<file path="src/rtl/mdio_phy_responder.sv">
// PHY-side clause-22 MDIO responder: decodes generator frames, strobes
// register-file writes and serialises read data back on mdio_in.
//
// Ports:
//   clk, reset      system clock, asynchronous active-low reset
//   mdc             management clock, sampled on clk (period >= 4 clk)
//   mdio_oe/out     generator-driven line and its enable
//   rd_data         register-file read data for addr
//   mdio_in/_en     serial read data back to the generator, and its enable
//   addr, wr_data   REGAD and write data of the last accepted frame
//   wr_stb, rd_req  1-clk write strobe / read request
//   mdio_done       1-clk pulse on a completed frame
//   frame_err       1-clk pulse on an aborted frame
module mdio_phy_responder #(
    parameter logic [4:0] PHY_ADDR = 5'h15
) (
    input  logic        clk,
    input  logic        reset,
    input  logic        mdc,
    input  logic        mdio_oe,
    input  logic        mdio_out,
    input  logic [15:0] rd_data,
    output logic        mdio_in,
    output logic        mdio_in_en,
    output logic [4:0]  addr,
    output logic [15:0] wr_data,
    output logic        wr_stb,
    output logic        rd_req,
    output logic        mdio_done,
    output logic        frame_err
);

    localparam logic [2:0] S_IDLE  = 3'd0;
    localparam logic [2:0] S_HDR   = 3'd1;
    localparam logic [2:0] S_WDATA = 3'd2;
    localparam logic [2:0] S_RDATA = 3'd3;
    localparam logic [2:0] S_SKIP  = 3'd4;

    logic [2:0]  state;
    logic [5:0]  cnt;
    logic        mdc_q;
    logic [14:0] sh;
    logic [15:0] osh;

    logic        rise;
    logic [13:0] hdr;
    logic [1:0]  st;
    logic [1:0]  op;
    logic [4:0]  phyad;
    logic [4:0]  regad;
    logic        hdr_bad;
    logic        ta_bad;

    assign rise = mdc & ~mdc_q;

    // hdr is the full 14-bit header including the bit on this rise
    assign hdr     = {sh[12:0], mdio_out};
    assign st      = hdr[13:12];
    assign op      = hdr[11:10];
    assign phyad   = hdr[9:5];
    assign regad   = hdr[4:0];
    assign hdr_bad = (st != 2'b01) || (op == 2'b00) || (op == 2'b11);

    // TA from the generator must read 1 then 0 on a write
    assign ta_bad = ((cnt == 6'd14) && !mdio_out)
                 || ((cnt == 6'd15) &&  mdio_out);

    always_ff @(posedge clk or negedge reset) begin
        if (!reset) begin
            state      <= S_IDLE;
            cnt        <= 6'd0;
            mdc_q      <= 1'b0;
            sh         <= 15'd0;
            osh        <= 16'd0;
            mdio_in    <= 1'b0;
            mdio_in_en <= 1'b0;
            addr       <= 5'd0;
            wr_data    <= 16'd0;
            wr_stb     <= 1'b0;
            rd_req     <= 1'b0;
            mdio_done  <= 1'b0;
            frame_err  <= 1'b0;
        end else begin
            mdc_q     <= mdc;
            wr_stb    <= 1'b0;
            rd_req    <= 1'b0;
            mdio_done <= 1'b0;
            frame_err <= 1'b0;
            if (rise) begin
                case (state)
                    S_IDLE: begin
                        // only a driven 0 is a start bit; preamble 1s idle
                        if (mdio_oe && !mdio_out) begin
                            state <= S_HDR;
                            cnt   <= 6'd1;
                            sh    <= 15'd0;
                        end
                    end
                    S_HDR: begin
                        cnt <= cnt + 6'd1;
                        sh  <= {sh[13:0], mdio_out};
                        if (!mdio_oe) begin
                            state     <= S_IDLE;
                            cnt       <= 6'd0;
                            frame_err <= 1'b1;
                        end else if (cnt == 6'd13) begin
                            if (hdr_bad) begin
                                state     <= S_IDLE;
                                cnt       <= 6'd0;
                                frame_err <= 1'b1;
                            end else if (phyad != PHY_ADDR) begin
                                state <= S_SKIP;
                            end else begin
                                addr <= regad;
                                if (op == 2'b01) begin
                                    state <= S_WDATA;
                                end else begin
                                    state  <= S_RDATA;
                                    rd_req <= 1'b1;
                                end
                            end
                        end
                    end
                    S_WDATA: begin
                        cnt <= cnt + 6'd1;
                        sh  <= {sh[13:0], mdio_out};
                        if (!mdio_oe || ta_bad) begin
                            state     <= S_IDLE;
                            cnt       <= 6'd0;
                            frame_err <= 1'b1;
                        end else if (cnt == 6'd31) begin
                            wr_data   <= {sh, mdio_out};
                            wr_stb    <= 1'b1;
                            mdio_done <= 1'b1;
                            state     <= S_IDLE;
                            cnt       <= 6'd0;
                        end
                    end
                    S_RDATA: begin
                        cnt <= cnt + 6'd1;
                        if (cnt == 6'd15) begin
                            // second TA bit: take the line and drive 0
                            osh        <= rd_data;
                            mdio_in    <= 1'b0;
                            mdio_in_en <= 1'b1;
                        end else if (cnt == 6'd32) begin
                            mdio_in    <= 1'b0;
                            mdio_in_en <= 1'b0;
                            mdio_done  <= 1'b1;
                            state      <= S_IDLE;
                            cnt        <= 6'd0;
                        end else if (cnt >= 6'd16) begin
                            mdio_in <= osh[15];
                            osh     <= {osh[14:0], 1'b0};
                        end
                    end
                    S_SKIP: begin
                        cnt <= cnt + 6'd1;
                        if (cnt == 6'd31) begin
                            state <= S_IDLE;
                            cnt   <= 6'd0;
                        end
                    end
                    default: begin
                        state <= S_IDLE;
                        cnt   <= 6'd0;
                    end
                endcase
            end
        end
    end

endmodule

</file>
<file path="config.mk">
export PLATFORM = sky130hd
export DESIGN_NAME = mdio_phy_responder
export DESIGN_NICKNAME = d
export VERILOG_FILES = /design/src/rtl/mdio_phy_responder.sv
export SDC_FILE = /design/constraint.sdc
export NUM_CORES = 1
export LEC_CHECK = 0
export CAP_MARGIN = 15
export CORE_MARGIN = 4
export CORE_UTILIZATION = 30
export DETAILED_ROUTE_END_ITERATION = 10
export PLACE_DENSITY_LB_ADDON = 0.2
export SLEW_MARGIN = 30
export SYNTH_ARGS = -nofsm -noshare
export SYNTH_HDL_FRONTEND = slang
export SYNTH_SLANG_ARGS = --single-unit
</file>
<file path="constraint.sdc">
create_clock -name clk -period 2.4 [get_ports clk]
set_input_delay 0.36 -clock clk [delete_from_list [all_inputs] [get_ports clk]]
set_output_delay 0.36 -clock clk [all_outputs]
set_load 0.005 [all_outputs]
</file>
==> results of run 1 <==
-- final cells by class --
cell class	instances	area [um^2]	area share
clock inverter	7	82.6	0.0200
clock buffer	9	124	0.0300
multi-input combinational	203	1340	0.323
timing repair buffer	68	676	0.164
tap	136	170	0.0412
inverter	11	41.3	0.0100
sequential	68	1700	0.412
-- final timing paths --
check | end | cells past startpoint
worst min register to register | wr_data[14] | 1
max in group asynchronous | wr_data[2] | 3
worst min-delay path | wr_data[9] | 2
worst max register to register | wr_data[7] | 7
min in group clk | mdc_q | 1
worst max-delay path | wr_data[7] | 7
-- cell usage in the layout, fill, tap and decap left out, types with 4 or more instances in the layout --
cell / n
inv_1: 11
or3_1: 4
buf_12: 4
nor3_1: 6
nor2_1: 21
ha_1: 4
clkbuf_8: 9
a22o_1: 16
nor2b_1: 4
nand2_1: 45
clkdlybuf4s50_1: 46
nand3_1: 9
a31oi_1: 17
mux2_2: 20
o21ai_0: 12
dfrtp_1: 68
buf_4: 16
-- metal layers --
layer / part of all wire / vias to the layer above / GRT usage
met1: 0.46 / 1225 / 0.162
met5: 0 / - / 0
li1: - / 1195 / -
met3: 0.052 / 11 / 0.0362
met2: 0.47 / 77 / 0.203
met4: 0.020 / 0 / 0.0484
-- critical path, stage by stage, from the launching register on --
cell       delay (ns)
dfrtp_1          0.50
inv_1            0.14
ha_1             0.21
mux2i_1          0.22
o2111ai_2        0.18
or3_1            0.43
buf_12           0.18
mux2_2           0.26
-- registers in the layout, indices dropped and copies added (netlist names), 3 cells and up --
register / cells
state: 3
cnt: 6
wr_data: 16
osh: 16
sh: 15
addr: 5
-- logic make-up (layout without fill, tap and decap cells) --
family	Yosys count	after routing	share of synthesized area
compound gates	67	67	0.150
buf+inv	29	95	0.0417
simple gates	107	107	0.167
flops	68	68	0.539
fa+ha+maj	4	4	0.0159
xor+xnor	3	3	0.00833
mux	22	22	0.0777
-- power by group through the flow --
stage | Combinational, uW | Sequential [uW] | Clock (uW)
after floorplan | 227 | 1270 | 0
after global placement | 383 | 1290 | 0
after detailed placement | 389 | 1290 | 0
after CTS | 391 | 1270 | 1040
after global routing | 437 | 1280 | 1090
final | 392 | 1270 | 1000
-- repair_timing --
item | CTS | global route
resized for setup | 0 | 2
endpoints found under the hold margin | 15 | 0
setup endpoints to repair | 0 | 3
hold buffers | 1 | 0
-- metrics by stage --
| step | worst slack [ns] | util | hold slack, ns | area [um^2] |
|---|---|---|---|---|
| floorplan | 0.314 | - | 0.0644 | 3150 |
| global placement | 0.0750 | 0.380 | 0.321 | 3910 |
| detailed placement | 0.0534 | 0.380 | 0.319 | 3910 |
| CTS | 0.166 | 0.401 | 0.484 | 4120 |
| global route | 0.0219 | 0.402 | 0.501 | 4130 |
| finish | 0.159 | 0.402 | 0.473 | 4130 |
==> summary.md, run 1 <==
| Metric | Value |
|---|---|
| DRC | 0 |
| Max Cap Viol | 0 |
| Post-Synthesis Cells | 300 |
| Die Wd | 111 um |
| Final nets | 386 |
| Maximum fanout along the worst path | 19 |
| Worst Setup End Kind | flop |
| Area of the core | 10300 um^2 |
| Die height | 111 um |
| Internal power | approximately 1900 uW |
| Clock Power Share | 0.377 |
| TNS Setup | 0 ns |
| Count leader, synth | dfrtp_1 |
| Ys Warns | 0 |
| Post-synthesis cell type count | 45 |
| Worst slew pin tran | 0.623 ns |
| Initial antenna violation count | 0 |
| CTS clk-pin slew, worst paths | about 0.080 ns |
| Critical path arrival | 2.47 ns |
| Dpl cells | 485 |
| Finish-stage setup viols | 0 |
| Max VDD drop | 0.346 mV |
| Top-level I/O count | 48 |
| Synth area leaders | dfrtp_1 (54%), mux2_2 (7.1%), nand2_1 (5.4%), a22o_1 (4.4%), a31oi_1 (3.4%) |
| Unrepaired setup endpoints after global routing | no |
| CTS tree | yes |
| Remaining antenna violation count after routing | 0 |
| Fmax | 0.446 GHz |
| Seq cells post-synth | 68 |
| Final Slew Violations | 0 |
| Layout fillers | 1050 |
| Leak | 0.00183 uW |
| Number of setup buffers added after CTS | 0 |
| Synth Flop Type | dfrtp_1 |
| Synthesis-to-finish area growth | 30.9% |
| Net switching power figure | between 700 and 800 uW |
| Cell Pwr Density | 646 nW/um^2 |
| Largest net degree at the start of global routing | 33 |
| I/O Buffers | 47 |
| Sink Count | 68 |
| Synth top area share | 0.539 |
| Final hold violation count | 0 |
| Most common library cells after synthesis | dfrtp_1 (68), nand2_1 (45), nor2_1 (21), mux2_2 (20), a31oi_1 (17) |
| Num rows | 37 |
| Avg Cell Area, Syn | 10.5 um^2 |
| R2r startpoint | cnt[0] |
| Worst setup path start | cnt[0] |
| Status | completed |
| FFs w/ async S/R, synth | 1.00 |
| Post-Syn Area | 3150 um^2 |
| Sequential fraction of the synthesis area | 0.539 |
| Seq pwr share | 0.476 |
| Clk buf depth | 2 |
| Vias post-DR | 2508 |
| Mapped Nets | 325 |
| Synth area leader | dfrtp_1 |
| CTS Buf Count | 9 |
| GR Overflow Total | 0 |
| Design Power | 2670 uW |
| All-Layer GR Usage | 0.127 |
| Combinational Power Share | 0.147 |
| Sw Share | 0.296 |
| CTS root buf | clkbuf_8 |
| Die area | 12200 um^2 |
| Initial DRC count | 128 |
| First-pass GRT wire length | 12600 um |
| CP Launch Type | flop |
| Number of global-route vias before repair | 2502 |
| Routed WL per cell | 14.8 um |
| Number of flops mapped to enable cells by yosys | 0 |
| GPL Wtd Cong | 0.798 |
| Via density | 5.00 |
| Worst Path Required | 2.63 ns |
| Antenna diodes | 0 |
| Worst-case clock skew | 0.0116 ns |
| Reg2Reg Setup Slack | 0.16 ns |
| WS Path Type | reg -> reg |
| H-tree Lvls | 3 |
| Crit path time final | 2.24 ns |
| Initial Utilization | 0.307 |
| Clock latency on the worst-skew pair | 0.35 ns |
| Post-detail-place hpwl | 5260 um |
| Layout cells sized above 1 | 0.175 |
| Min-Delay Path Class | in -> async |
| Slew margin rel. | 0.582 |
| Pre-Repair DR Iteration Count | 4 |
| Fin crit share | 0.934 |
| Post-Route WL | 7430 um |
| Final cell count without fillers | 502 |
No activity file was read; power rests on OpenSTA's default activity.
==> inputs of run 2 (changes only) <==
--- a/config.mk
+++ b/config.mk
@@ -7,7 +7,7 @@
 export LEC_CHECK = 0
 export CAP_MARGIN = 15
 export CORE_MARGIN = 4
-export CORE_UTILIZATION = 30
+export CORE_UTILIZATION = 25
 export DETAILED_ROUTE_END_ITERATION = 10
 export PLACE_DENSITY_LB_ADDON = 0.2
 export SLEW_MARGIN = 30
==> summary.md, run 2 (synthesized netlist as in run 1, its figures left out) <==
| Metric | Value |
|---|---|
| Status | completed |
| Final nets | around 390 |
| Largest net degree at the start of global routing | 38 |
| Worst-case clock skew | between 0.005 and 0.006 ns |
| Critical path arrival | 2.45 ns |
| Routed WL per cell | 14.1 um |
| Slew margin rel. | 0.663 |
| Clock latency on the worst-skew pair | 0.33 ns |
| Top Registers | osh: 16 flops, wr_data: 16 flops, sh: 15 flops |
| R2r endpoint | wr_data[4] |
| Die area | 14500 um^2 |
| DRC | 0 |
| Worst Path Required | 2.61 ns |
| Met2 Usage GRT | 0.175 |
| Unrepaired setup endpoints after global routing | no |
| Top-level I/O count | 48 |
| Finish-stage setup viols | 0 |
| Hold buffer count at cts | 0 |
| Num rows | 40 |
| Area of the core | 12200 um^2 |
| Clk buf depth | 2 |
| Maximum fanout along the worst path | 19 |
| Layout fillers | between 1000 and 1500 |
| Most frequent cells in the layout | dfrtp_1 (68), clkdlybuf4s50_1 (46), nand2_1 (45) |
| Die Wd | 120 um |
| Post-Route WL | between 7000 and 8000 um |
| Setup crit end | wr_data[4] |
| Pre-Repair DR Iteration Count | 4 |
| Max Cap Viol | 0 |
| CTS clk-pin slew, worst paths | 0.06 ns |
| I/O Buffers | 47 |
| GRT Max-Usage Layer | met2 |
| CTS root buf | clkbuf_16 |
| Post-detail-place hpwl | 5350 um |
| Initial Utilization | 0.259 |
| R2r startpoint | cnt[0] |
| Layout cells sized above 1 | 0.173 |
| Initial DRC count | 170 |
| Leak | 0.00187 uW |
| Cell Pwr Density | 720 nW/um^2 |
| GR Overflow Total | 0 |
| Worst slew pin tran | 0.502 ns |
| Crit path time final | 2.24 ns |
| Number of global-route vias before repair | about 2500 |
| CTS tree | yes |
| Synthesis-to-finish area growth | 34.6% |
| Reg2Reg Setup Slack | 0.16 ns |
| R2r worst-path depth | 7 |
| Worst setup path start | cnt[0] |
| Antenna diodes | 0 |
| Fmax | 0.447 GHz |
| Die height | ~120 um |
| Commonest non-fill, non-tap cell in the layout | dfrtp_1 |
| All-Layer GR Usage | 0.110 |
| TNS Setup | 0 ns |
| Vias post-DR | 2439 |
| Fin crit share | 0.932 |
| CP Launch Type | flop |
| Grt met3 use | 0.0332 |
| Placed Area | around 3900 um^2 |
| Final hold violation count | 0 |
| First-pass GRT wire length | 12700 um |
| Number of setup buffers added after CTS | 0 |
| Final Slew Violations | 0 |
| Worst Setup End Kind | flop |
| H-tree Lvls | 3 |
| GRT met1 Usage | 0.145 |
| GPL Wtd Cong | 0.872 |
| Post-route cell area | 4250 um^2 |
| Max VDD drop | 0.281 mV |
| Initial antenna violation count | 0 |
| Via density | 4.58 |
| Sink Count | 68 |
| Remaining antenna violation count after routing | 0 |
| Min-Delay Path Class | in -> async |
| WS Path Type | reg -> reg |
| CTS Buf Count | 9 |
==> run 2: metrics by stage <==
step | setup slack (ns) | utilization | power (uW) | hold slack [ns] | instances
after detailed placement | -0.0291 | 0.323 | 1670 | 0.431 | 518
after global placement | 0.0656 | 0.323 | 1670 | 0.423 | 518
after CTS | 0.168 | 0.349 | 3100 | 0.0824 | 533
after global routing | 0.0237 | 0.349 | 3210 | 0.0901 | 533
after floorplan | 0.314 | - | 1500 | 0.0644 | 300
final | 0.164 | 0.349 | 3060 | 0.0609 | 533
==> run 2: layout make-up <==
cell class / instances / area (um^2) / area share
timing repair buffer: 68 / 648 / 0.153
multi-input combinational: 203 / 1330 / 0.313
inverter: 11 / 41.3 / 0.00973
clock inverter: 6 / 88.8 / 0.0209
sequential: 68 / 1700 / 0.401
clock buffer: 9 / 225 / 0.0531
tap: 168 / 210 / 0.0495
==> run 2: per-layer routing <==
metal / vias up / wire length [um] / share of wire
met5: - / 0 / 0
met4: 0 / 97 / 0.013
met3: 7 / 413 / 0.055
met2: 57 / 3510 / 0.47
met1: 1176 / 3510 / 0.47
li1: 1199 / - / -
==> run 2: timing repair <==
item	4_1_cts	5_1_grt
gates resized for setup	0	1
setup endpoints to repair	0	1
endpoints found under the hold margin	0	0
==> run 2: how the worst min path moves through the flow <==
stage | cells past startpoint | slack [ns] | to | start
after global placement | 2 | 0.42 | wr_data[5] | reset
after floorplan | 0 | 0.06 | addr[0] | reset
after global routing | 2 | 0.09 | wr_data[5] | reset
after detailed placement | 2 | 0.43 | wr_data[5] | reset
final | 2 | 0.06 | wr_data[5] | reset
after CTS | 2 | 0.08 | sh[12] | reset
==> run 2: power by group <==
part / leakage, uW / internal [uW] / switching [uW]
Clock: 0.000148 / 905 / 499
Sequential: 0.000933 / 1200 / 86.0
Combinational: 0.000787 / 165 / 196
==> run 2: critical path: stages, from the launching register on <==
cell and delay, ns:
dfrtp_1 0.50, inv_1 0.14, ha_1 0.21, mux2i_1 0.21
o2111ai_2 0.18, or3_1 0.43, buf_12 0.18, mux2_2 0.27
